`src/rtl/hi_simulate_ng_pkg.sv`:
```
// Shared mode codes, framer strobe bundle and width helper for the HF tag-emulation front end.
package hi_sim_pkg;

    localparam logic [2:0] MOD_OFF    = 3'b000;
    localparam logic [2:0] MOD_BPSK   = 3'b001;
    localparam logic [2:0] MOD_OOK212 = 3'b010;
    localparam logic [2:0] MOD_DIRECT = 3'b011;
    localparam logic [2:0] MOD_OOK424 = 3'b100;

    typedef struct packed {
        logic rise_en;
        logic fall_en;
        logic wrap;
    } ssp_stb_t;

    function automatic int clog2(input int v);
        int r;
        r = 0;
        while ((1 << r) < v) r++;
        return r;
    endfunction

endpackage

```
`src/rtl/hi_simulate_ng_ssp_clk_framer.sv`:
```
// Free-running carrier divider producing ssp_clk, one-cycle edge strobes and the SSP word framing.
module ssp_clk_framer
    import hi_sim_pkg::*;
#(
    parameter int SSP_DIV_LOG2 = 5,
    parameter int FRAME_BITS   = 8
) (
    input  logic       clk,
    input  logic       rst_n,
    input  logic       act_mode_off,
    output logic [2:0] sub_ph,
    output logic       ssp_clk,
    output logic       ssp_frame,
    output ssp_stb_t   stb
);

    localparam int L  = SSP_DIV_LOG2;
    localparam int FW = clog2(FRAME_BITS);
    localparam logic [L-1:0] RISE_PT = {1'b0, {(L-1){1'b1}}};
    localparam logic [L-1:0] FALL_PT = {L{1'b1}};

    logic [6:0]    div_q, div_d;
    logic [FW-1:0] fcnt_q, fcnt_d;
    logic          frame_q, frame_d;
    logic          adv;

    always_comb begin
        div_d       = div_q + 7'd1;
        stb.rise_en = (div_q[L-1:0] == RISE_PT);
        stb.fall_en = (div_q[L-1:0] == FALL_PT);
        // With no modulation the frame tracks the rising edge, otherwise the falling edge.
        adv         = act_mode_off ? stb.rise_en : stb.fall_en;
        stb.wrap    = adv && (fcnt_q == {FW{1'b1}});
        fcnt_d      = adv ? fcnt_q + {{(FW-1){1'b0}}, 1'b1} : fcnt_q;
        frame_d     = (fcnt_q == '0);
    end

    always_ff @(posedge clk or negedge rst_n) begin
        if (!rst_n) begin
            div_q   <= '0;
            fcnt_q  <= '0;
            frame_q <= 1'b0;
        end else begin
            div_q   <= div_d;
            fcnt_q  <= fcnt_d;
            frame_q <= frame_d;
        end
    end

    assign sub_ph    = div_q[L:L-2];
    assign ssp_clk   = div_q[L-1];
    assign ssp_frame = frame_q;

endmodule

```
`src/rtl/hi_simulate_ng.sv`:
```
// ISO 14443 tag-emulation front end: hysteresis comparator, framed SSP link and load modulation.
module hi_simulate_ng
    import hi_sim_pkg::*;
#(
    parameter int ADC_W        = 8,
    parameter int HYST_HI      = 224,
    parameter int HYST_LO      = 31,
    parameter int SSP_DIV_LOG2 = 5,
    parameter int FRAME_BITS   = 8
) (
    input  logic             ck_1356meg,
    input  logic             reset_n,
    input  logic [ADC_W-1:0] adc_d,
    output logic             adc_clk,
    input  logic [2:0]       mod_type,
    input  logic             ssp_dout,
    output logic             ssp_clk,
    output logic             ssp_frame,
    output logic             ssp_din,
    output logic             pwr_oe1,
    output logic             pwr_oe2,
    output logic             pwr_oe4,
    output logic             pwr_oe3,
    output logic             pwr_hi,
    output logic             pwr_lo,
    output logic             dbg
);

    localparam logic [ADC_W-1:0] TH_HI = ADC_W'(HYST_HI);
    localparam logic [ADC_W-1:0] TH_LO = ADC_W'(HYST_LO);

    logic [ADC_W-1:0] adc_q, adc_d_nx;
    logic             hyst_q, hyst_d;
    logic             din_q, din_d;
    logic             tx_q, tx_d;
    logic [2:0]       act_q, act_d;
    logic             pwr_q, pwr_d;
    logic [2:0]       sub_ph;
    ssp_stb_t         stb;

    ssp_clk_framer #(
        .SSP_DIV_LOG2 (SSP_DIV_LOG2),
        .FRAME_BITS   (FRAME_BITS)
    ) u_framer (
        .clk          (ck_1356meg),
        .rst_n        (reset_n),
        .act_mode_off (act_q == MOD_OFF),
        .sub_ph       (sub_ph),
        .ssp_clk      (ssp_clk),
        .ssp_frame    (ssp_frame),
        .stb          (stb)
    );

    always_comb begin
        adc_d_nx = adc_d;
        hyst_d   = hyst_q;
        if (adc_q >= TH_HI)      hyst_d = 1'b1;
        else if (adc_q <= TH_LO) hyst_d = 1'b0;

        din_d = stb.rise_en ? hyst_q   : din_q;
        tx_d  = stb.rise_en ? ssp_dout : tx_q;
        // Mode requests only take effect on a frame boundary so a word is never split.
        act_d = stb.wrap ? mod_type : act_q;

        // sub_ph = div[L:L-2]
        unique case (act_q)
            MOD_BPSK:   pwr_d = tx_q ^ sub_ph[0];
            MOD_OOK212: pwr_d = tx_q & sub_ph[2];
            MOD_DIRECT: pwr_d = tx_q;
            MOD_OOK424: pwr_d = tx_q & sub_ph[1];
            default:    pwr_d = 1'b0;
        endcase
    end

    always_ff @(posedge ck_1356meg or negedge reset_n) begin
        if (!reset_n) begin
            adc_q  <= '0;
            hyst_q <= 1'b0;
            din_q  <= 1'b0;
            tx_q   <= 1'b0;
            act_q  <= MOD_OFF;
            pwr_q  <= 1'b0;
        end else begin
            adc_q  <= adc_d_nx;
            hyst_q <= hyst_d;
            din_q  <= din_d;
            tx_q   <= tx_d;
            act_q  <= act_d;
            pwr_q  <= pwr_d;
        end
    end

    assign adc_clk = ck_1356meg;
    assign ssp_din = din_q;
    assign dbg     = hyst_q;
    assign pwr_oe1 = pwr_q;
    assign pwr_oe2 = pwr_q;
    assign pwr_oe4 = pwr_q;
    assign pwr_oe3 = 1'b0;
    assign pwr_hi  = 1'b0;
    assign pwr_lo  = 1'b0;

endmodule

```
`config.mk`:
```
export PLATFORM = sky130hd
export DESIGN_NAME = hi_simulate_ng
export DESIGN_NICKNAME = d
export VERILOG_FILES = /design/src/rtl/hi_simulate_ng_pkg.sv /design/src/rtl/hi_simulate_ng_ssp_clk_framer.sv /design/src/rtl/hi_simulate_ng.sv
export SDC_FILE = /design/constraint.sdc
export NUM_CORES = 1
export LEC_CHECK = 0
export CAP_MARGIN = 15
export CORE_MARGIN = 2
export CORE_UTILIZATION = 45
export CTS_BUF_LIST = sky130_fd_sc_hd__clkbuf_8 sky130_fd_sc_hd__clkbuf_16
export CTS_CLUSTER_DIAMETER = 120
export DETAILED_ROUTE_END_ITERATION = 10
export PLACE_DENSITY = 0.8
export SETUP_SLACK_MARGIN = 0.15
export SLEW_MARGIN = 20
export SYNTH_ARGS = -nofsm -noshare
export SYNTH_HDL_FRONTEND = slang
export SYNTH_HIERARCHICAL = 1
export SYNTH_SLANG_ARGS = --single-unit
```
`constraint.sdc`:
```
create_clock -name ck_1356meg -period 2.7 [get_ports ck_1356meg]
set_input_delay 0.27 -clock ck_1356meg [delete_from_list [all_inputs] [get_ports ck_1356meg]]
set_output_delay 0.27 -clock ck_1356meg [all_outputs]
set_load 0.02 [all_outputs]
```
; Word-level counts from Yosys, hierarchy flattened
; Cells that the tools add are included.
[word_totals]
output_inout_bits = 11
ff_bits = 26
in_bits = 14
wordCells = 31
[classes]
add_sub_neg = 2
bitwise_logic = 3
reduce_logical = 4
magnitude_cmp = 2
n_eq_ne = 7
mux = 4
[ops]
columns = cell, n
row1 = $ge A8 B8 Y1 const B, 1
row2 = $le A8 B5 Y1 const B, 1
row3 = $add A7 B1 Y7 const B, 1
row4 = $eq A3 B2 Y1 const B, 2
row5 = $eq A3 B3 Y1 const B, 2
row6 = $logic_not A3 Y1, 2
row7 = $eq A5 B4 Y1 const B, 1
row8 = $eq A5 B5 Y1 const B, 1
row9 = $pmux W1 S4, 1
row10 = $add A3 B1 Y3 const B, 1
row11 = $eq A3 B1 Y1 const B, 1
row12 = $mux W1, 3
row13 = $and A1 B1 Y1, 2
row14 = $reduce_bool A2 Y1, 1
row15 = $logic_and A1 B1 Y1, 1
row16 = $xor A1 B1 Y1, 1

; Longest topological paths before layout
; Gate-level depths: netlist of the first run.
[logic_depth]
depth_word = 3
ltp_mapped = 6
depth_no_buf = 6

; Hierarchy
; Netlist of the first run, hierarchy kept.
[by_module_without_submodules]
columns = mod, area_each_um2, cells_per_inst, instances, seq_area_each_um2
row1 = ssp_clk_framer, 474.2, 37, 1, 250.2
row2 = hi_simulate_ng, 422.9, 33, 1, 250.2

==> reports/qor.txt, run 1 <==
Global-route wire length before repair: 2.40 mm
Number of global-route vias before repair: 569
CTS resizes: 0
Reg2reg start: u_framer/div_q[0]
GRT Residual Overflow: 0
CP max stage delay: 0.52 ns
DRC viols: 0
Post-DP Area: 1030 um^2
Number of unique standard cell types used by synthesis: 23
Yosys reg bits: 20
# port buffers: 16
Critical path cell sequence: clkbuf_8 > clkbuf_8 > clkdlybuf4s50_1
Core Box Area: 1920 um^2
Die Height: 48.7 um
Setup bufs post-CTS: 0
Hold Vio Cnt, Final: 0
Hold WS: 0.346 ns
Worst setup margin: 0.331 ns
Req. time, crit path: 2.43 ns
Routed vias/inst: 4.62
Peak VDD IR: 0.502 mV
Clock Skew: 0.00200 ns
Leakage Power: 0.000545 uW
Slew Viols, Final: 0
Max-slew headroom: 43.1%
ANT cells: 0
Pre-CTS WS: 0.572 ns
Total track usage: 14.2%
First-pass DRT Iterations: 3
Clock Latency Late Sink: 0.36 ns
Pin count of the biggest net entering global routing: 21
Wirelength per Cell: 12.3 um
Nets: 107
Initial antenna violation count: 0
Clock transition at path regs: 0.07 ns
HP Start: adc_d[5]
Ratio of cells with drive above 1 in the final layout: 14.0%
Area Overhead vs Synth: 25.7%
PwrDens: 649 nW/um^2
Max_cap viols: 0
Unrepaired setup endpoints after global routing: no
Most frequent CP cell: clkbuf_8
Kind of critical path: clk -> out
Final wirelength: 1.39 mm
Dominant cell type by area after synthesis: dfrtp_1
Startpoint Class: clock port
GPL Wtd Cong: 0.679
Status: complete, no violations
HP Class: in -> reg
Setup_tns: 0 ns
Initial cell density of the core: 46.7%
CTS tree: done
Post-DRT Antenna Nets: 0
Synth top area cells: dfrtp_1 (56%), ha_1 (8.4%), buf_4 (7.5%)
Io pins: 25
Worst path buffer plus inverter count: 3
Post-CTS Hold Fix Bufs: 0
Post-route cell area: 1130 um^2
Die Area: 2370 um^2
Critical Path AT: 2.10 ns
Ys Warns: 6
Post-Syn Area: 897 um^2
Worst slew pin tran: 0.850 ns
CP Max Fanout: 2
Top delay family on crit path: buffers and inverters
Crit end category: output port
Post-Syn Instances: 70
Seq/Total Area, Yosys: 55.8%
CP max stage cell: clkdlybuf4s50_1
Mapped Avg Cell Area: 12.8 um^2
Row cnt: 16
Final Util: 58.7%
Chip width: 48.7 um
Post-detail-place hpwl: 999 um
Setup crit start: ck_1356meg
1st-iter DRT viols: 4
Vias: 522
Setup violations, final: 0
Post-synth top area share: 55.8%
Filler cell count: 164
-- final cells by class --
cell class                      count  area, um^2  area share, %
Sequential cell                    20         500           44.4
Multi-Input combinational cell     37         314           27.9
Timing Repair Buffer               15         150           13.3
Clock buffer                        8         106           9.43
Tap cell                           27        33.8           3.00
Inverter                            6        22.5           2.00
-- logic make-up after synthesis --
logic type	Yosys count	share of synthesized area, %
other cells	1	0.418
xor+xnor	5	4.88
mux	8	10.3
simple gates	10	6.83
compound gates	5	3.35
fa+ha+maj	6	8.37
buf+inv	15	10.0
flops	20	55.8
-- flip-flops by register name, indices dropped and copies added, names as in the netlist --
| signal | flops |
|---|---|
| u_framer/div_q | 6 |
| act_q | 3 |
| u_framer/fcnt_q | 3 |
| dbg | 1 |
| tx_q | 1 |
| pwr_oe1 | 1 |
| ssp_din | 1 |
| u_framer/ssp_frame | 1 |
| adc_q | 3 |
-- placed cells by master (no fill, tap or decap), types with 2 or more instances in the layout --
cell type        Yosys  routed
dfrtp_1             20      20
clkdlybuf4s50_1      0      16
clkbuf_8             0       7
inv_1                6       6
ha_1                 6       6
mux2_1               5       5
xnor2_1              3       3
conb_1               1       3
a21oi_1              2       2
nor2_1               2       2
xor2_1               2       2
mux2_2               2       2
-- final timing paths --
| kind | end | slack (ns) | cells after the start |
|---|---|---|---|
| worst max-delay path | adc_clk | 0.33 | 3 |
| worst min-delay path | adc_q[5] | 0.35 | 1 |
| worst max register to register | act_q[1] | 0.57 | 6 |
| worst min register to register | u_framer/ssp_frame | 0.46 | 1 |
| max in group asynchronous | act_q[0] | 1.78 | 1 |
| min in group asynchronous | adc_q[7] | 0.40 | 1 |
-- power by group --
group	internal [uW]	leakage (uW)	total, uW	switching [uW]
Clock	249	0.0000542	384	135
Combinational	19.1	0.000248	37.3	18.2
Sequential	306	0.000243	310	4.18
Total	574	0.000545	731	157
-- Yosys cell counts --
cell type	count
o32a_1	1
a21oi_1	2
and2b_2	1
nor2b_1	1
mux2i_2	1
inv_1	6
nand3_1	1
nor3_1	1
o21ai_0	1
buf_4	9
ha_1	6
nand2_1	1
mux2_1	5
and3_1	1
nor2_1	2
dfrtp_1	20
xor2_1	2
xnor2_1	3
nand4_1	1
mux2_2	2
conb_1	1
o21ai_1	1
nor3b_2	1
-- stage by stage --
step,std cells,total power (uW)
floorplan,72,375
global placement,106,403
detailed placement,106,404
CTS,113,745
global route,113,766
finish,113,731
-- metal layers --
layer	part of all wire [%]	track usage [%]	wire, um
met1	40	15.2	559
met5	0	0	0
met4	3.3	13.3	46
met3	4.3	4.63	60
met2	52	21.9	724
Power figures use the tool's default switching activity.
==> run 2: changes to the inputs <==
--- a/config.mk
+++ b/config.mk
@@ -11,6 +11,7 @@
 export CTS_BUF_LIST = sky130_fd_sc_hd__clkbuf_8 sky130_fd_sc_hd__clkbuf_16
 export CTS_CLUSTER_DIAMETER = 120
 export DETAILED_ROUTE_END_ITERATION = 10
+export GPL_TIMING_DRIVEN = 0
 export PLACE_DENSITY = 0.8
 export SETUP_SLACK_MARGIN = 0.15
 export SLEW_MARGIN = 20
==> run 2 against run 1 <==
Effect of this change: global-route usage grew 0.39 points; first-iteration DRC count is 25% higher; worst hold slack improved by 0.0099 ns; critical path depth grew 1; register-to-register slack improved by 0.02 ns; total power is 2.4% lower; cell count up 7.1%; combinational power grew 8.6%; flip-flop and latch count unchanged; critical path type unchanged; largest power group unchanged.
==> reports/qor.txt, run 2 (synthesis gave the netlist of run 1 again) <==
Number of global-route vias before repair: 590
Die Height: 48.7 um
Most frequent CP cell: clkbuf_8
Initial cell density of the core: 46.7%
Ratio of cells with drive above 1 in the final layout: 21.3%
Post-route cell area: 1180 um^2
GRT Residual Overflow: 0
# port buffers: 16
Clock transition at path regs: 0.06 ns
Hold Crit Depth: 1
Commonest non-fill, non-tap cell in the layout: dfrtp_1
Max-slew headroom: 43.7%
Setup_tns: 0 ns
Post-CTS Hold Fix Bufs: 0
CP max stage delay: 0.52 ns
CP Max Fanout: 2
Clock Latency Late Sink: 0.35 ns
Kind of critical path: clk -> out
Setup bufs post-CTS: 0
Io pins: 25
Leakage Power: 0.000584 uW
Chip width: 48.7 um
Peak VDD IR: 0.466 mV
Req. time, crit path: 2.43 ns
Global-route wire length before repair: 2.43 mm
CP max stage cell: clkdlybuf4s50_1
HP Class: in -> reg
ANT cells: 0
Nets: 116
Post-DP Area: 1100 um^2
1st-iter DRT viols: 5
GPL Wtd Cong: 0.697
Pre-CTS WS: 0.458 ns
Final wirelength: 1.34 mm
Worst slew pin tran: 0.842 ns
Slew Viols, Final: 0
Hold WS: 0.356 ns
Clock Skew: 0.000939 ns
Post-detail-place hpwl: 993 um
First-pass DRT Iterations: 5
Filler cell count: 170
Core Box Area: 1920 um^2
Critical Path AT: 2.21 ns
Setup violations, final: 0
Max FFs per register: 6
DRC viols: 0
PwrDens: 604 nW/um^2
Post-DRT Antenna Nets: 0
Busiest grt layer: met2
Routed vias/inst: 4.54
Die Area: 2370 um^2
Status: complete, no violations
Hold Vio Cnt, Final: 0
Startpoint Class: clock port
Wirelength per Cell: 11.1 um
Pin count of the biggest net entering global routing: 21
Most frequent cells in the layout: dfrtp_1 (20), clkdlybuf4s50_1 (16), buf_4 (9)
Total track usage: 14.6%
Unrepaired setup endpoints after global routing: no
Area Overhead vs Synth: 31.7%
Row cnt: 16
CTS tree: done
Largest Register: u_framer/div_q
Worst setup margin: 0.217 ns
GR Util met3: 8.33%
Max_cap viols: 0
Final Util: 61.5%
M1 GR Usage: 13.9%
CTS resizes: 0
Met2 Resource Use GR: 21.9%
Critical path cell sequence: clkbuf_8 > clkbuf_8 > buf_4 > clkdlybuf4s50_1
Crit end category: output port
Reg2reg path depth: 6
Vias: 549
Initial antenna violation count: 0
## run 2: changes by cell type in the layout (fill, tap and decap cells not counted)
cell and change:
clkbuf_8 -1, buf_4 +9
## run 2: final timing paths
path                                      endpoint                from  slack [ns]
worst min-delay path                      adc_q[7]            adc_d[7]        0.36
worst max register to register            act_q[1]   u_framer/div_q[0]        0.59
min in group asynchronous                  ssp_din             reset_n        0.40
worst min register to register  u_framer/ssp_frame  u_framer/fcnt_q[2]        0.45
worst max-delay path                       adc_clk          ck_1356meg        0.22
max in group asynchronous                 act_q[0]             reset_n        1.78
## run 2: report_power, final
part,internal [uW],switching [uW],total (uW)
clock,236,127,363
sequential,306,3.58,310
combinational,22.0,18.6,40.5
total,564,149,714
## run 2: through the flow
step	instances	power [uW]
final	121	714
after global routing	121	755
after CTS	121	729
after detailed placement	115	427
after global placement	115	426
after floorplan	72	375
## run 2: final cells by class
type	instances	area (um^2)	area share (%)
Sequential cell	20	500	42.4
Multi-Input combinational cell	37	314	26.6
Timing Repair Buffer	15	150	12.7
Clock buffer	7	92.6	7.84
Buffer	9	67.6	5.72
Tap cell	27	33.8	2.86
Inverter	6	22.5	1.91
## run 2: worst max-delay path: cells and delay by family
kind	cells	cell delay, ns
buffers and inverters	4	0.87
## run 2: routing by layer
layer,up-vias,routed length [um]
met4,0,8
li1,267,-
met2,10,719
met5,-,0
met3,2,51
met1,270,557
==> run 3: changes to the inputs <==
--- a/config.mk
+++ b/config.mk
@@ -6,6 +6,7 @@
 export NUM_CORES = 1
 export LEC_CHECK = 0
 export CAP_MARGIN = 15
+export CORE_ASPECT_RATIO = 1.2
 export CORE_MARGIN = 2
 export CORE_UTILIZATION = 45
 export CTS_BUF_LIST = sky130_fd_sc_hd__clkbuf_8 sky130_fd_sc_hd__clkbuf_16
==> run 3 against run 2 <==
Effect of this change: combinational power rose by 1%; sequential power barely moved; register-to-register slack improved by 0.05 ns; sequential share of layout area fell by 0.13 points; worst hold slack got worse by 0.0027 ns; core utilization rose by 2.6 points; die area barely moved; via count fell by 1.5%; wire length fell by 7.5%; non-clock buffer count did not move; largest cell class unchanged; largest power group unchanged.
==> reports/qor.txt, run 3 (synthesis gave the netlist of run 1 again) <==
Status: complete, no violations
Commonest non-fill, non-tap cell in the layout: dfrtp_1
Hold WS: 0.353 ns
Post-DRT Antenna Nets: 0
Worst setup margin: 0.220 ns
Io pins: 25
Most frequent cells in the layout: dfrtp_1 (20), clkdlybuf4s50_1 (16), buf_4 (9)
Global-route wire length before repair: 2.22 mm
Largest Register: u_framer/div_q
Row cnt: 17
CTS resizes: 0
Chip width: 44.8 um
Most frequent CP cell: clkbuf_8
CP max stage cell: clkdlybuf4s50_1
ANT cells: 0
Critical path cell sequence: clkbuf_8 > clkbuf_8 > buf_4 > clkdlybuf4s50_1
Slew Viols, Final: 0
Number of global-route vias before repair: 544
Clock Latency Late Sink: 0.36 ns
Wirelength per Cell: 10.9 um
Nets: 116
Crit end category: output port
Startpoint Class: clock port
Peak VDD IR: 0.589 mV
Initial antenna violation count: 0
Core Box Area: 1850 um^2
Post-route cell area: 1180 um^2
Hold Vio Cnt, Final: 0
Clock transition at path regs: 0.07 ns
Worst slew pin tran: 0.842 ns
Leakage Power: 0.000591 uW
1st-iter DRT viols: 4
# port buffers: 16
Pre-CTS WS: 0.458 ns
Part of the power in combinational logic: 5.4%
Unrepaired setup endpoints after global routing: no
Total track usage: 14.5%
First-pass DRT Iterations: 4
CTS tree: done
HP Class: in -> reg
CP Max Fanout: 2
Max-slew headroom: 43.7%
Max_cap viols: 0
Vias: 541
Setup violations, final: 0
Die Height: 52.9 um
Clock Power Share: 53.6%
PwrDens: 638 nW/um^2
Setup_tns: 0 ns
Kind of critical path: clk -> out
Die Area: 2370 um^2
Ratio of cells with drive above 1 in the final layout: 22.1%
Setup bufs post-CTS: 0
Final wirelength: 1.24 mm
GPL Wtd Cong: 0.725
Initial cell density of the core: 48.5%
Net Sw Frac: 21.3%
Req. time, crit path: 2.43 ns
Seq pwr share: 41.0%
CP max stage delay: 0.52 ns
Routed vias/inst: 4.75
Area Overhead vs Synth: 32.1%
Post-CTS Hold Fix Bufs: 0
Post-DP Area: 1090 um^2
GRT Residual Overflow: 0
Critical Path AT: 2.21 ns
Max FFs per register: 6
NetSw: 161 uW
Pin count of the biggest net entering global routing: 21
Post-detail-place hpwl: 898 um
DRC viols: 0
Pint: 595 uW
Clock Skew: 0.00269 ns
==> run 3: cell count changes in the layout (fill, tap and decap cells not counted), sizes merged <==
cell,before,now
clkbuf,6,7
==> run 3: stage by stage <==
step	instances	power, uW	util (%)
floorplan	72	375	-
global route	114	795	64.0
global placement	107	426	58.8
finish	114	756	64.0
CTS	114	770	64.0
detailed placement	107	428	58.8
==> run 3: layout make-up <==
cell class,count,area (um^2)
Sequential cell,20,500
Multi-Input combinational cell,37,314
Timing Repair Buffer,15,150
Fill cell,148,666
Tap cell,19,23.8
Buffer,9,67.6
Inverter,6,22.5
Clock buffer,8,106
==> run 3: worst paths after layout <==
path	from	to	slack [ns]	cells past startpoint
max	ck_1356meg	adc_clk	0.22	4
min	adc_d[7]	adc_q[7]	0.35	1
max reg2reg	u_framer/div_q[0]	act_q[0]	0.64	6
min reg2reg	u_framer/fcnt_q[2]	u_framer/ssp_frame	0.46	1
max in group asynchronous	reset_n	adc_q[7]	1.79	1
min in group asynchronous	reset_n	ssp_din	0.39	1
==> run 3: per-layer routing <==
| layer | track usage (%) | vias up | share of wire, % |
|---|---|---|---|
| li1 | - | 266 | - |
| met1 | 15.5 | 260 | 39 |
| met2 | 19.8 | 12 | 54 |
| met3 | 6.83 | 3 | 4.2 |
| met4 | 15.2 | 0 | 1.9 |
| met5 | 0 | - | 0 |
==> run 3: critical path, delay by kind of cell <==
family	cells	cell delay, ns
buffers and inverters	4	0.85
==> run 3: power groups by stage <==
| stage | Combinational [uW] | Clock [uW] | Sequential (uW) |
|---|---|---|---|
| CTS | 42.0 | 418 | 310 |
| global placement | 40.6 | 70.3 | 315 |
| global route | 45.5 | 439 | 311 |
| floorplan | 11.7 | 43.3 | 320 |
| finish | 41.0 | 405 | 310 |
| detailed placement | 41.6 | 70.3 | 316 |
